--- src/rtl/mem_stage_pkg.sv ---
// mem_stage_pkg: shared widths, timeout default and FSM state type for the memory-access stage
package mem_stage_pkg;
    localparam int DEF_DATA_W  = 16;
    localparam int DEF_ADDR_W  = 16;
    localparam int DEF_REG_W   = 4;
    localparam int DEF_TIMEOUT = 255;

    typedef enum logic {IDLE, BUSY} state_t;
endpackage

--- src/rtl/mem_timeout_ctr.sv ---
// mem_timeout_ctr: 8-bit busy-cycle counter; hit flags the last cycle allowed before abort
module mem_timeout_ctr #(
    parameter int TIMEOUT = 255
) (
    input  logic clk,
    input  logic rst_n,
    input  logic clr,
    input  logic en,
    output logic hit
);
    localparam logic [7:0] HIT_VAL = 8'(TIMEOUT - 1);

    logic [7:0] count;

    always_ff @(posedge clk) begin
        if (!rst_n || clr) count <= '0;
        else if (en)       count <= count + 8'd1;
    end

    assign hit = count == HIT_VAL;
endmodule

--- src/rtl/mem_access_stage.sv ---
// mem_access_stage: single-outstanding req/ack data-memory stage producing registered writeback controls
module mem_access_stage
    import mem_stage_pkg::*;
#(
    parameter int DATA_W  = DEF_DATA_W,
    parameter int ADDR_W  = DEF_ADDR_W,
    parameter int REG_W   = DEF_REG_W,
    parameter int TIMEOUT = DEF_TIMEOUT
) (
    input  logic              clk,
    input  logic              rst_n,
    input  logic              valid_in,
    input  logic              is_load,
    input  logic              is_store,
    input  logic              reg_write_in,
    input  logic [DATA_W-1:0] alu_result,
    input  logic [ADDR_W-1:0] address,
    input  logic [DATA_W-1:0] store_data,
    input  logic [REG_W-1:0]  dest_reg,
    input  logic [1:0]        quarter_in,
    output logic              stall,
    output logic              mem_req,
    output logic              mem_we,
    output logic [ADDR_W-1:0] mem_addr,
    output logic [DATA_W-1:0] mem_wdata,
    input  logic [DATA_W-1:0] mem_rdata,
    input  logic              mem_ack,
    output logic              wb_write,
    output logic [REG_W-1:0]  wb_reg,
    output logic [DATA_W-1:0] wb_data,
    output logic [1:0]        wb_quarter,
    output logic              bus_err
);
    state_t state, stateNext;
    logic   memOp, busy, done, abort, ctrHit, ctrEn;

    mem_timeout_ctr #(.TIMEOUT(TIMEOUT)) uCtr (
        .clk  (clk),
        .rst_n(rst_n),
        .clr  (~ctrEn | ctrHit),
        .en   (ctrEn),
        .hit  (ctrHit)
    );

    always_comb begin
        busy      = state == BUSY;
        memOp     = valid_in & (is_load | is_store);
        ctrEn     = busy & ~mem_ack;
        done      = busy & mem_ack;
        abort     = busy & ~mem_ack & ctrHit;
        stall     = busy ? ~mem_ack & ~ctrHit : memOp;
        stateNext = busy ? ((done | abort) ? IDLE : BUSY) : (memOp ? BUSY : IDLE);
    end

    // dest_reg/quarter_in go straight into the writeback registers at capture; wb_write stays low until a load acks
    always_ff @(posedge clk) begin
        if (!rst_n) begin
            state      <= IDLE;
            mem_req    <= 1'b0;
            mem_we     <= 1'b0;
            mem_addr   <= '0;
            mem_wdata  <= '0;
            wb_write   <= 1'b0;
            wb_reg     <= '0;
            wb_data    <= '0;
            wb_quarter <= '0;
            bus_err    <= 1'b0;
        end else begin
            state <= stateNext;
            if (!busy) begin
                wb_write <= valid_in & ~memOp & reg_write_in;
                if (valid_in) begin
                    wb_reg     <= dest_reg;
                    wb_quarter <= quarter_in;
                end
                if (memOp) begin
                    mem_req   <= 1'b1;
                    mem_we    <= is_store & ~is_load;
                    mem_addr  <= address;
                    mem_wdata <= store_data;
                end else if (valid_in) begin
                    wb_data <= alu_result;
                end
            end else begin
                wb_write <= done & ~mem_we;
                if (done & ~mem_we) wb_data <= mem_rdata;
                if (done | abort) mem_req <= 1'b0;
                if (abort) bus_err <= 1'b1;
            end
        end
    end
endmodule

--- config.mk ---
export PLATFORM = sky130hd
export DESIGN_NAME = mem_access_stage
export DESIGN_NICKNAME = d
export VERILOG_FILES = /design/src/rtl/mem_stage_pkg.sv /design/src/rtl/mem_timeout_ctr.sv /design/src/rtl/mem_access_stage.sv
export SDC_FILE = /design/constraint.sdc
export NUM_CORES = 1
export LEC_CHECK = 0
export BUFFER_PORTS_ARGS = -buffer_cell sky130_fd_sc_hd__buf_2
export CORE_MARGIN = 2
export CORE_UTILIZATION = 41
export DETAILED_ROUTE_END_ITERATION = 7
export PLACE_DENSITY_LB_ADDON = 0.15
export SYNTH_ARGS = -nofsm -noshare
export SYNTH_HDL_FRONTEND = slang
export SYNTH_SLANG_ARGS = --single-unit
--- constraint.sdc ---
create_clock -name clk -period 1.5 [get_ports clk]
set_input_delay 0.3 -clock clk [delete_from_list [all_inputs] [get_ports clk]]
set_output_delay 0.3 -clock clk [all_outputs]
set_load 0.03 [all_outputs]
### After elaboration in Yosys (flattened, before gate mapping)

Cells that the tools add are included.

* memories kept: 0
* word-level logic and storage cells: 56
* memory bits (read-only): 0
* bits in registers: 67
* output and inout bits: 59
* bits in writable memories: 0
* bits in latches: 0
* input port bits: 77

* add/sub/neg operators: 1
* multiply operators: 0
* divide/modulo/power cells: 0
* reduce and logical (&&, ||, !) cells: 9
* shift operators: 0
* bitwise gates (word level): 19
* muxes and demuxes: 12
* equality and inequality tests: 4
* magnitude comparators: 0

Operator list (count)
* 16-bit two-way mux: 4
* 1-bit AND: 9
* 8-bit by 1-bit adder with 8-bit output, second input constant: 1
* 8-bit == test, second input constant: 1
* 1-bit two-way mux: 8
* 2-bit AND reduction: 4
* 1-bit NOT: 7
* 2-bit by 1-bit != test with 1-bit output, second input constant: 2
* 2-bit nonzero test: 2
* 1-bit OR: 3
* 3-bit AND reduction: 1
* 2-bit != test, second input constant: 1
* 1-bit logical NOT: 1
* 1-bit logical OR: 1

### Longest topological paths before layout

Gate-level depths: netlist of the first run.

* depth after elaboration: 6
* gate-level depth with buffers: 7
* mapped depth without buffers: 5

### Hierarchy

Synthesis of the first run repeated with hierarchy kept, for this count alone.

* cells, all modules: 314
* area total of the unflattened synthesis: 2785.2 um^2

Modules (own cells, without submodules)
* mem_access_stage: instances 1, area an instance 2419.8 um^2, cells each 272, sequential area each 1181.1 um^2
* mem_timeout_ctr: instances 1, area an instance 365.4 um^2, cells each 42, sequential area each 160.2 um^2

### Worst setup path before layout of the first run

Ideal clock, no wire load.

* path kind: register to register
* start point: register mem_we
* end point: register wb_data[0]
* cell stages (with the launch flop): 7
* path slack: -114 ps
* data arrival time: 1498 ps
* period minus slack after synthesis: 1614 ps
* buffers on the path: 3
* required time: 1384 ps
* setup time: 116 ps
* cell sequence: dfxtp_1 > and3b_1 > buf_6 > or2_1 > buf_6 > buf_6 > o211a_1

* longest elaborated chain between the ends: 4

RTL lines
* start, declared: line mem_access_stage.sv:23 `output logic mem_we,`
* start signal, assigned: line mem_access_stage.sv:78 `mem_we <= is_store & ~is_load;`
* 1-bit NOT: line mem_access_stage.sv:86 `if (done & ~mem_we) wb_data <= mem_rdata;`
* 1-bit AND: line mem_access_stage.sv:86
* 2-bit by 1-bit != test with 1-bit output (no source line)
* 3-bit AND reduction (no source line)
* end signal, assigned: line mem_access_stage.sv:82 `wb_data <= alu_result;`
* end signal, assigned: line mem_access_stage.sv:86
* end, declared: line mem_access_stage.sv:30 `output logic [DATA_W-1:0] wb_data,`

Every way passes these cells.
A chain may end at the register's enable or synchronous reset.

### Final worst setup path of the first run

* start point: register uCtr.count[0]
* end point: output stall

* longest elaborated chain between the ends: 4

RTL lines
* start, declared: line mem_timeout_ctr.sv:13 `logic [7:0] count;`
* start signal, assigned: line mem_timeout_ctr.sv:17 `else if (en) count <= count + 8'd1;`
* 8-bit == test: line mem_timeout_ctr.sv:20 `assign hit = count == HIT_VAL;`
* 1-bit NOT: line mem_access_stage.sv:51 `stall = busy ? ~mem_ack & ~ctrHit : memOp;`
* 1-bit AND: line mem_access_stage.sv:51
* 1-bit two-way mux: line mem_access_stage.sv:51
* end, declared: line mem_access_stage.sv:21 `output logic stall,`

Every way passes these cells.

==> summary.md, run 1 <==
| Metric | Value |
|---|---|
| Hold Path Depth | `3` |
| RSZ-0062 raised after global routing | `yes` |
| Critical path class | `flop to output port` |
| Tcrit/Tclk final | `106%` |
| Total internal power | `2.96 mW` |
| Comb power frac | `about a fifth` |
| Post-Route WL | `7540 µm` |
| Reg clk slew, reported paths | `around 70 ps` |
| Path depth of the worst reg2reg path | `9` |
| Max Freq | `approximately 630 MHz` |
| Yosys warns | `0` |
| # IOs | `136` |
| Worst Setup End Kind | `output port` |
| H-tree level count | `3` |
| Max Cap Viol | `0` |
| Metal-1 WL | `approximately 3300 µm` |
| Hold path startpoint | `dest_reg[3]` |
| CP startpoint kind | `flop` |
| EDFF count, synth | `0` |
| DP Wirelength | `5080 µm` |
| Place WS | `-29.5 ps` |
| Cell Area, Synth | `2780 µm²` |
| Worst slew pin tran | `356 ps` |
| Async S/R FF share, synth | `0%` |
| # setup viols final | `7` |
| Final TNS setup | `-237 ps` |
| Critical path required time | `1200 ps` |
| Root Buffer Master | `clkbuf_8` |
| WHS Endpoint | `wb_reg[3]` |
| Cell Rows | `30` |
| Flop pwr share | `46.5%` |
| Die Wd | `86.3 µm` |
| Top fanout value on the critical path | `2` |
| Vias in the first global route | `approximately 2500` |
| Clk pwr share | `between 30% and 40%` |
| Clock buffer count from CTS | `9` |
| Initial antenna violation count | `0` |
| Tmin final | `1580 ps` |
| Total grt overflow | `0` |
| Critical path cell sequence | `inv_2, ha_4, nand3_4, o21ai_2, nand2_2, buf_6` |
| Gate Count Post-Synth | `about 310` |
| Final Skew | `around 13 ps` |
| Hold Path Class | `input port to flop` |
| DRT antenna net count | `0` |
| Metal2 WL | `3610 µm` |
| Placeable Area | `6680 µm²` |
| Sequential area share after synthesis | `48.3%` |
| Yosys reg bits | `67` |
| PortBufs | `135` |
| First-pass GRT wire length | `11900 µm` |
| LEAKAGE | `roughly 1.9 nW` |
| Worst EP arrival | `around 1300 ps` |
| Layout cell share with drive strength beyond 1 | `41.9%` |
| Top FF cell, synth | `dfxtp_1` |
| Sink Count | `between 60 and 70` |
| # diodes | `0` |
| Vias | `2782` |
| Final Hold Viols | `0` |
| Placer Congestion | `0.731` |
| Slew Limit Fails | `0` |
| Max incr delay on CP | `330 ps` |
| Worst r2r src | `uCtr.count[0]` |
| Max VDD drop | `0.559 mV` |
| Slowest cell on the critical path | `dfxtp_2` |
| Failing checks | `negative setup slack` |
| Max layer used | `met4` |
| Final nets | `532` |
| Final WS setup | `-84.3 ps` |
| Area grow syn2layout | `40.3%` |
| First-pass DRT Iterations | `4` |
| Clk Latency, worst-skew pair | `340 ps` |
| Die Height | `86.3 µm` |
| Die Area | `between 7000 and 8000 µm²` |
| Met3 WL | `499 µm` |
| Largest regs | `mem_addr (16), mem_wdata (16), wb_data (16)` |
| Sw power | `around 1.2 mW` |
| CTS tree | `built` |
| Initial core utilization | `41.6%` |
| FF-to-FF End | `uCtr.count[7]` |
| Relative slew slack | `76.3%` |
| Mapped Avg Cell Area | `between 8 and 9 µm²` |
| Total global-route track usage | `20.1%` |
| Status | `complete, but fails checks` |
| PwrDens | `1070 nW/µm²` |
| Sw Share | `slightly below 30%` |
| Synth unique cells | `31` |
| Vias/cell | `5.17` |
| Largest net degree at the start of global routing | `43` |
| Iter 0 DRT Violations | `94` |
| Flop-to-flop setup slack | `-30 ps` |
| Syn Nets | `391` |
| DR WL/cell | `14.0 µm` |
| Residual DRC count | `0` |
| Bufs on Longest Clock Path | `2` |
[area by class of cell]
type / instances / area (µm²)
sequential: 67 / 1360
fill: 666 / 2780
clock inverter: 5 / 53.8
multi-input combinational: 211 / 1320
clock buffer: 11 / 131
inverter: 4 / 15.0
timing repair buffer: 160 / 920
tap: 80 / 100
[power by group through the flow]
| stage | sequential, mW | combinational, mW | clock, mW |
|---|---|---|---|
| detailed placement | 1.98 | 0.798 | 0 |
| CTS | 1.94 | 0.808 | 1.47 |
| global route | 1.95 | 0.872 | 1.54 |
| global placement | 1.97 | 0.789 | 0 |
| finish | 1.94 | 0.806 | 1.42 |
| floorplan | 2.17 | 0.297 | 0 |
[through the flow]
step,instances,area (µm²),utilization [%],hold slack [ps],power (mW)
floorplan,312,2790,-,386,2.47
global placement,516,3620,54.1,440,2.76
detailed placement,516,3620,54.1,448,2.77
CTS,537,3870,58.0,175,4.21
global route,538,3900,58.3,189,4.36
finish,538,3900,58.3,197,4.17
[routing by layer]
metal | global-route usage (%) | vias up
li1 | - | 1401
met1 | 25.6 | 1274
met2 | 31.7 | 95
met3 | 5.14 | 12
met4 | 9.66 | 0
met5 | 0 | -
[worst max-delay path by stage]
stage,endpoint,startpoint
floorplan,wb_data[0],mem_we
global placement,wb_data[10],busy
detailed placement,wb_data[4],busy
CTS,stall,uCtr.count[0]
global route,stall,uCtr.count[0]
finish,stall,uCtr.count[0]
[Yosys cell counts, drive strengths merged (2+ instances only)]
| cell | count | area share, % |
|---|---|---|
| dfxtp | 67 | 48 |
| o21ai | 53 | 9.5 |
| a21oi | 47 | 8.5 |
| nand3 | 35 | 6.3 |
| clkbuf | 22 | 3.0 |
| mux2i | 16 | 5.8 |
| o211a | 16 | 5.8 |
| nand2 | 14 | 1.9 |
| buf | 8 | 2.3 |
| nor2 | 5 | 0.68 |
| or3 | 4 | 0.90 |
| inv | 3 | 0.41 |
| a211oi | 2 | 0.54 |
| ha | 2 | 0.90 |
| nand4b | 2 | 0.63 |
| nor2b | 2 | 0.45 |
| nor4b | 2 | 1.2 |
| or2 | 2 | 0.45 |
[cell families (layout without fill, tap and decap cells)]
logic type	Yosys count	count (layout)	synth area share (%)
AND/OR/NAND/NOR	71	71	13.8
multiplexers	16	16	5.76
adder cells (fa/ha/maj)	2	2	0.900
AO/OA/AOI/OAI	121	121	25.1
flip-flops	67	67	48.3
buffers and inverters	34	180	5.85
XOR/XNOR	1	1	0.315
[what timing repair did]
item                       in CTS  in global routing
buffers inserted                5                  1
gates resized for setup        12                  6
hold buffers                    0                  0
setup endpoints to repair      17                 26
gates cloned                    0                  0
pin swaps                       3                  3
[cell usage in the layout (no fill, tap or decap), drive strengths merged]
cell / instances
xnor2: 1
and3b: 1
dfxtp: 67
o211ai: 1
a21oi: 47
or4: 1
bufinv: 1
nand3: 35
or2: 2
o21ai: 53
nor2: 5
clkinv: 5
inv: 3
nand2b: 1
nand3b: 1
nor4b: 2
a211oi: 2
nand2: 14
o211a: 16
or3: 4
ha: 2
o31ai: 1
nand4: 1
mux2i: 16
clkbuf: 11
nor2b: 2
buf: 160
nand4b: 2
o21a: 1
[critical path, delay by kind of cell, from the launching register on]
family | cells | cell delay (ps)
buffers and inverters | 2 | 200
AO/OA/AOI/OAI | 1 | 150
AND/OR/NAND/NOR | 2 | 140
adder cells (fa/ha/maj) | 1 | 130
flip-flops | 1 | 330
(Power assumes the default switching activity.)
==> run 2: changes to the inputs <==
- CORE_ASPECT_RATIO: not set -> 1.1
==> summary.md, run 2 (synthesized netlist as in run 1, its figures left out) <==
| Metric | Value |
|---|---|
| # diodes | `0 (unchanged)` |
| Critical path cell sequence | `inv_2, ha_4, nand3_4, o21ai_4, nand2_2, buf_6` |
| Tcrit/Tclk final | `108% (+2.4 points)` |
| Clk Latency, worst-skew pair | `330 ps (about the same)` |
| Status | `complete, but fails checks` |
| Clock buffer count from CTS | `9 (unchanged)` |
| Hold Path Class | `input port to flop` |
| Total global-route track usage | `19.9% (-0.16 points)` |
| Vias/cell | `5.32 (+2.9%)` |
| Initial antenna violation count | `0 (unchanged)` |
| Slew Limit Fails | `0 (unchanged)` |
| Relative slew slack | `76.7% (+0.44 points)` |
| Final nets | `529 (-0.56%)` |
| H-tree level count | `3 (unchanged)` |
| First-pass DRT Iterations | `4 (unchanged)` |
| Cell Rows | `31 (+3.3%)` |
| Slowest cell on the critical path | `dfxtp_2` |
| DRT antenna net count | `0 (unchanged)` |
| PwrDens | `1130 nW/µm² (+6.1%)` |
| CP startpoint kind | `flop` |
| CTS tree | `built` |
| Area grow syn2layout | `40.8%` |
| Die Height | `90.3 µm (+4.7%)` |
| DR WL/cell | `14.0 µm (-0.45%)` |
| Dpl cells | `517 (+0.19%)` |
| Reg clk slew, reported paths | `70 ps (about the same)` |
| Vias in the first global route | `2577 (+3.8%)` |
| Sink Count | `67 (unchanged)` |
| Failing checks | `negative setup slack` |
| PortBufs | `135 (unchanged)` |
| Initial core utilization | `42.4% (+0.80 points)` |
| Critical path required time | `1200 ps (about the same)` |
| Largest net degree at the start of global routing | `42 (-2.3%)` |
| LEAKAGE | `1.89 nW (about the same)` |
| Worst EP arrival | `1320 ps (+40 ps)` |
| Commonest non-fill, non-tap cell in the layout | `buf_2` |
| Vias | `2856 (+2.7%)` |
| Max VDD drop | `0.626 mV (+12%)` |
| Die Area | `7450 µm² (about the same)` |
| Top fanout value on the critical path | `2 (unchanged)` |
| # setup viols final | `1 (-6)` |
| RSZ-0062 raised after global routing | `yes` |
| Final WS setup | `-120 ps (-35.5 ps)` |
| Final Power | `4.44 mW (+6.5%)` |
| Largest regs | `mem_addr (16), mem_wdata (16), wb_data (16)` |
| # IOs | `136 (unchanged)` |
| Worst Setup End Kind | `output port` |
| Total grt overflow | `0 (unchanged)` |
| Placer Congestion | `0.777 (+6.3%)` |
| Final Skew | `8.23 ps (-4.49 ps)` |
| Residual DRC count | `0 (unchanged)` |
| Post-Route WL | `7490 µm (-0.64%)` |
| DP Wirelength | `5120 µm (+0.84%)` |
| Tmin final | `1620 ps (+35.5 ps)` |
| Worst slew pin tran | `349 ps (-6.66 ps)` |
| Max Freq | `617 MHz (-2.2%)` |
| Max incr delay on CP | `340 ps (about the same)` |
| Placeable Area | `6560 µm² (-1.9%)` |
| Root Buffer Master | `clkbuf_8` |
| Die Wd | `82.5 µm (-4.4%)` |
| Iter 0 DRT Violations | `78 (-17%)` |
| Cts hold-fix bufs | `0 (unchanged)` |
| Layout cell share with drive strength beyond 1 | `42.6% (+0.72 points)` |
| First-pass GRT wire length | `11800 µm (-1.2%)` |
| Bufs on Longest Clock Path | `2 (unchanged)` |
| Layout Cells excl Fill | `537 (-0.19%)` |
| Critical path class | `flop to output port` |
| Final Hold Viols | `0 (unchanged)` |
| Max Cap Viol | `0 (unchanged)` |
| Most frequent cells in the layout | `buf_2, dfxtp_1, o21ai_0, a21oi_1, nand3_1` |
==> run 2: worst max-delay path: cells and delay by family, from the launching register on <==
family,cells,cell delay [ps]
flip-flops,1,340
buffers and inverters,2,200
AND/OR/NAND/NOR,2,160
AO/OA/AOI/OAI,1,150
adder cells (fa/ha/maj),1,130
==> run 2: path summary, 6_finish.rpt <==
path	depth (start not counted)	endpoint	startpoint	slack, ps
worst min-delay path	3	wb_reg[3]	dest_reg[3]	200
worst max register to register	4	uCtr.count[7]	uCtr.count[4]	80
worst min register to register	2	wb_reg[0]	wb_reg[0]	460
worst max-delay path	6	stall	uCtr.count[0]	-120
==> run 2: what timing repair did <==
item,in CTS,in global routing
gates resized for setup,12,11
pin swaps,3,4
setup buffers,2,2
setup endpoints to repair,16,15
==> run 2: report_power, final <==
| group | internal (mW) | switching [mW] |
|---|---|---|
| registers | 1.88 | 0.0523 |
| logic | 0.299 | 0.492 |
| clock network | 1.03 | 0.681 |
| total | 3.21 | 1.23 |
==> run 2: area by class of cell <==
class,instances,area [µm²]
clock buffers,10,149
clock inverters,6,86.3
fillers,610,2640
inverters,4,15.0
multi-input cells,211,1330
flip-flops and latches,67,1360
well taps,82,103
repair buffers,157,872
==> run 2: routing by layer <==
metal / global-route usage (%) / up-vias / wire length, µm
li1: - / 1404 / -
met1: 24.8 / 1337 / 3280
met2: 31.7 / 100 / 3510
met3: 4.60 / 15 / 545
met4: 9.97 / 0 / 163
met5: 0 / - / 0
==> run 2: stage by stage <==
| step | utilization, % | instance area (µm²) | TNS, ps | hold WS, ps | worst slack [ps] |
|---|---|---|---|---|---|
| after global placement | 54.6 | 3580 | 0 | 440 | 25.8 |
| final | 59.7 | 3910 | -120 | 198 | -120 |
| after detailed placement | 54.6 | 3580 | -5.69 | 449 | -5.69 |
| after global routing | 59.7 | 3910 | -183 | 192 | -183 |
| after CTS | 59.0 | 3870 | -152 | 180 | -152 |
| after floorplan | - | 2790 | 0 | 386 | 30.0 |
==> run 3: changes to the inputs <==
--- a/config.mk
+++ b/config.mk
@@ -7,6 +7,6 @@
 export LEC_CHECK = 0
-export BUFFER_PORTS_ARGS = -buffer_cell sky130_fd_sc_hd__buf_2
+export BUFFER_PORTS_ARGS = -buffer_cell sky130_fd_sc_hd__buf_4
 export CORE_ASPECT_RATIO = 1.1
 export CORE_MARGIN = 2
-export CORE_UTILIZATION = 41
+export CORE_UTILIZATION = 40
 export DETAILED_ROUTE_END_ITERATION = 7
==> constraint.sdc (replaced) <==
create_clock -name clk -period 1.5 [get_ports clk]
set_input_delay 0.375 -clock clk [delete_from_list [all_inputs] [get_ports clk]]
set_output_delay 0.375 -clock clk [all_outputs]
set_load 0.03 [all_outputs]
==> summary.md, run 3 (synthesized netlist as in run 1, its figures left out) <==
| Metric | Value |
|---|---|
| Status | `complete, but fails checks` |
| Failing checks | `negative setup slack` |
| # setup viols final | `2 (+1)` |
| Final nets | `538 (+1.7%)` |
| Flop-to-flop setup slack | `-10 ps (-90 ps)` |
| Iter 0 DRT Violations | `104 (+33%)` |
| Metal2 WL | `3860 µm (+10%)` |
| Clk pwr share | `36.0% (-2.6 points)` |
| DRT antenna net count | `0 (unchanged)` |
| Comb power frac | `20.8% (+3.0 points)` |
| Hold path startpoint | `quarter_in[1]` |
| Total global-route track usage | `19.9% (-0.053 points)` |
| Die Area | `7630 µm² (+2.4%)` |
| Clock buffer count from CTS | `9 (unchanged)` |
| Largest net degree at the start of global routing | `43 (+2.4%)` |
| Worst r2r src | `uCtr.count[5]` |
| Slew Limit Fails | `0 (unchanged)` |
| Commonest non-fill, non-tap cell in the layout | `buf_4` |
| Tcrit/Tclk final | `111% (+3.4 points)` |
| Layout cell share with drive strength beyond 1 | `42.9% (+0.25 points)` |
| Residual DRC count | `0 (unchanged)` |
| Reg clk slew, reported paths | `80 ps (about the same)` |
| Bufs on Longest Clock Path | `2 (unchanged)` |
| RSZ-0062 raised after global routing | `yes` |
| Hold WS | `279 ps (+80.8 ps)` |
| Dpl cells | `526 (+1.7%)` |
| Worst slew pin tran | `356 ps (+6.79 ps)` |
| Area grow syn2layout | `55.2%` |
| Initial antenna violation count | `0 (unchanged)` |
| Worst EP arrival | `1300 ps (-20 ps)` |
| Critical path required time | `1120 ps (-80 ps)` |
| Worst Setup End Kind | `output port` |
| PortBufs | `135 (unchanged)` |
| Place WS | `-0.116 ps (+5.58 ps)` |
| Vias in the first global route | `2719 (+5.5%)` |
| CP startpoint kind | `flop` |
| Placeable Area | `6670 µm² (+1.8%)` |
| Relative slew slack | `76.3% (-0.45 points)` |
| Cell Rows | `31 (unchanged)` |
| Layout Cells excl Fill | `546 (+1.7%)` |
| Sw power | `1.26 mW (+2.6%)` |
| Max layer used | `met4` |
| DR WL/cell | `14.3 µm (+2.6%)` |
| First-pass GRT wire length | `12400 µm (+5.5%)` |
| Metal-1 WL | `3290 µm (+0.34%)` |
| Sw Share | `28.0% (+0.43 points)` |
| LEAKAGE | `2.00 nW (+5.9%)` |
| Flop pwr share | `43.2% (-0.3 points)` |
| Top fanout value on the critical path | `2 (unchanged)` |
| FF-to-FF End | `uCtr.count[7]` |
| Sink Count | `67 (unchanged)` |
| PwrDens | `1040 nW/µm² (-8.4%)` |
| Max Freq | `598 MHz (-3.1%)` |
| # IOs | `136 (unchanged)` |
| Max Cap Viol | `0 (unchanged)` |
| Final Hold Viols | `0 (unchanged)` |
| Met3 WL | `592 µm (+8.6%)` |
| DP Wirelength | `5520 µm (+7.8%)` |
| # diodes | `0 (unchanged)` |
| Vias/cell | `5.19 (-2.4%)` |
| Path depth of the worst reg2reg path | `5 (+1)` |
| Final TNS setup | `-183 ps (-62.8 ps)` |
| Max VDD drop | `0.477 mV (-24%)` |
| Hold Path Depth | `3 (unchanged)` |
| Die Height | `91.4 µm (+1.2%)` |
| Vias | `2834 (-0.77%)` |
| Final Skew | `9.76 ps (+1.53 ps)` |
| Post-Route WL | `7820 µm (+4.3%)` |
| Total grt overflow | `0 (unchanged)` |
| WHS Endpoint | `wb_quarter[1]` |
| Placer Congestion | `0.767 (-1.3%)` |
| Initial core utilization | `41.7% (-0.74 points)` |
| H-tree level count | `3 (unchanged)` |
| CTS tree | `built` |
| Final WS setup | `-171 ps (-51.4 ps)` |
| Die Wd | `83.5 µm (+1.2%)` |
| Largest regs | `mem_addr (16), mem_wdata (16), wb_data (16)` |
| Hold Path Class | `input port to flop` |
| Critical path class | `flop to output port` |
| Most frequent cells in the layout | `buf_4, dfxtp_1, o21ai_0, a21oi_1, nand3_1` |
| First-pass DRT Iterations | `4 (unchanged)` |
| Clk Latency, worst-skew pair | `340 ps (about the same)` |
| Tmin final | `1670 ps (+51.4 ps)` |
| Finished Core Util | `64.7% (+5.0 points)` |
| Total internal power | `3.23 mW (+0.38%)` |
| Root Buffer Master | `clkbuf_8` |
## run 3: cell types whose count changed in the layout (fill, tap and decap cells not counted), moves of 2 or more
cell / change
buf_12: +2
buf_2: -134
dfxtp_1: +2
buf_4: +141
## run 3: timing repair
item,CTS,global route
endpoints found under the setup margin,1,2
hold buffers,0,0
buffers inserted,1,4
pin swaps,3,4
gates resized for setup,10,6
hold endpoints to repair,0,0
cloned,0,0
## run 3: power groups by stage
stage | registers [mW] | clock network [mW] | logic [mW]
2_1_floorplan | 2.17 | 0 | 0.300
3_3_place_gp | 1.98 | 0 | 0.914
3_5_place_dp | 1.98 | 0 | 0.925
4_1_cts | 1.94 | 1.65 | 0.932
5_1_grt | 1.95 | 1.74 | 0.997
6_report | 1.94 | 1.61 | 0.932
## run 3: area by class of cell
type	count	area, µm²
Tap cell	82	103
Inverter	4	15.0
Multi-Input combinational cell	211	1320
Sequential cell	67	1350
Timing Repair Buffer	166	1300
Clock inverter	5	58.8
Clock buffer	11	163
Fill cell	590	2360
## run 3: per-stage QoR
step | instance area, µm² | total power [mW]
global placement | 4020 | 2.89
CTS | 4270 | 4.52
detailed placement | 4020 | 2.90
global route | 4310 | 4.69
finish | 4310 | 4.48
floorplan | 2790 | 2.47
## run 3: worst max-delay path: stages (launching register included)
cell,delay [ps]
dfxtp_2,330
inv_2,60
ha_4,130
nand3_4,70
o21ai_2,170
nand2_2,70
buf_6,140
## run 3: worst max-delay path by stage
stage                   from         end  slack (ps)  cells past startpoint
6_report       uCtr.count[0]       stall        -170                      6
5_1_grt        uCtr.count[5]       stall        -230                      4
4_1_cts        uCtr.count[0]       stall        -190                      6
3_5_place_dp        is_store       stall        -0.1                      5
3_3_place_gp        is_store       stall          10                      5
2_1_floorplan         mem_we  wb_data[0]          30                      6
## run 3: routing by layer
layer / up-vias / GRT usage, %
met2: 90 / 33.1
met4: 0 / 6.45
met5: - / 0
met3: 8 / 7.18
li1: 1420 / -
met1: 1316 / 23.9
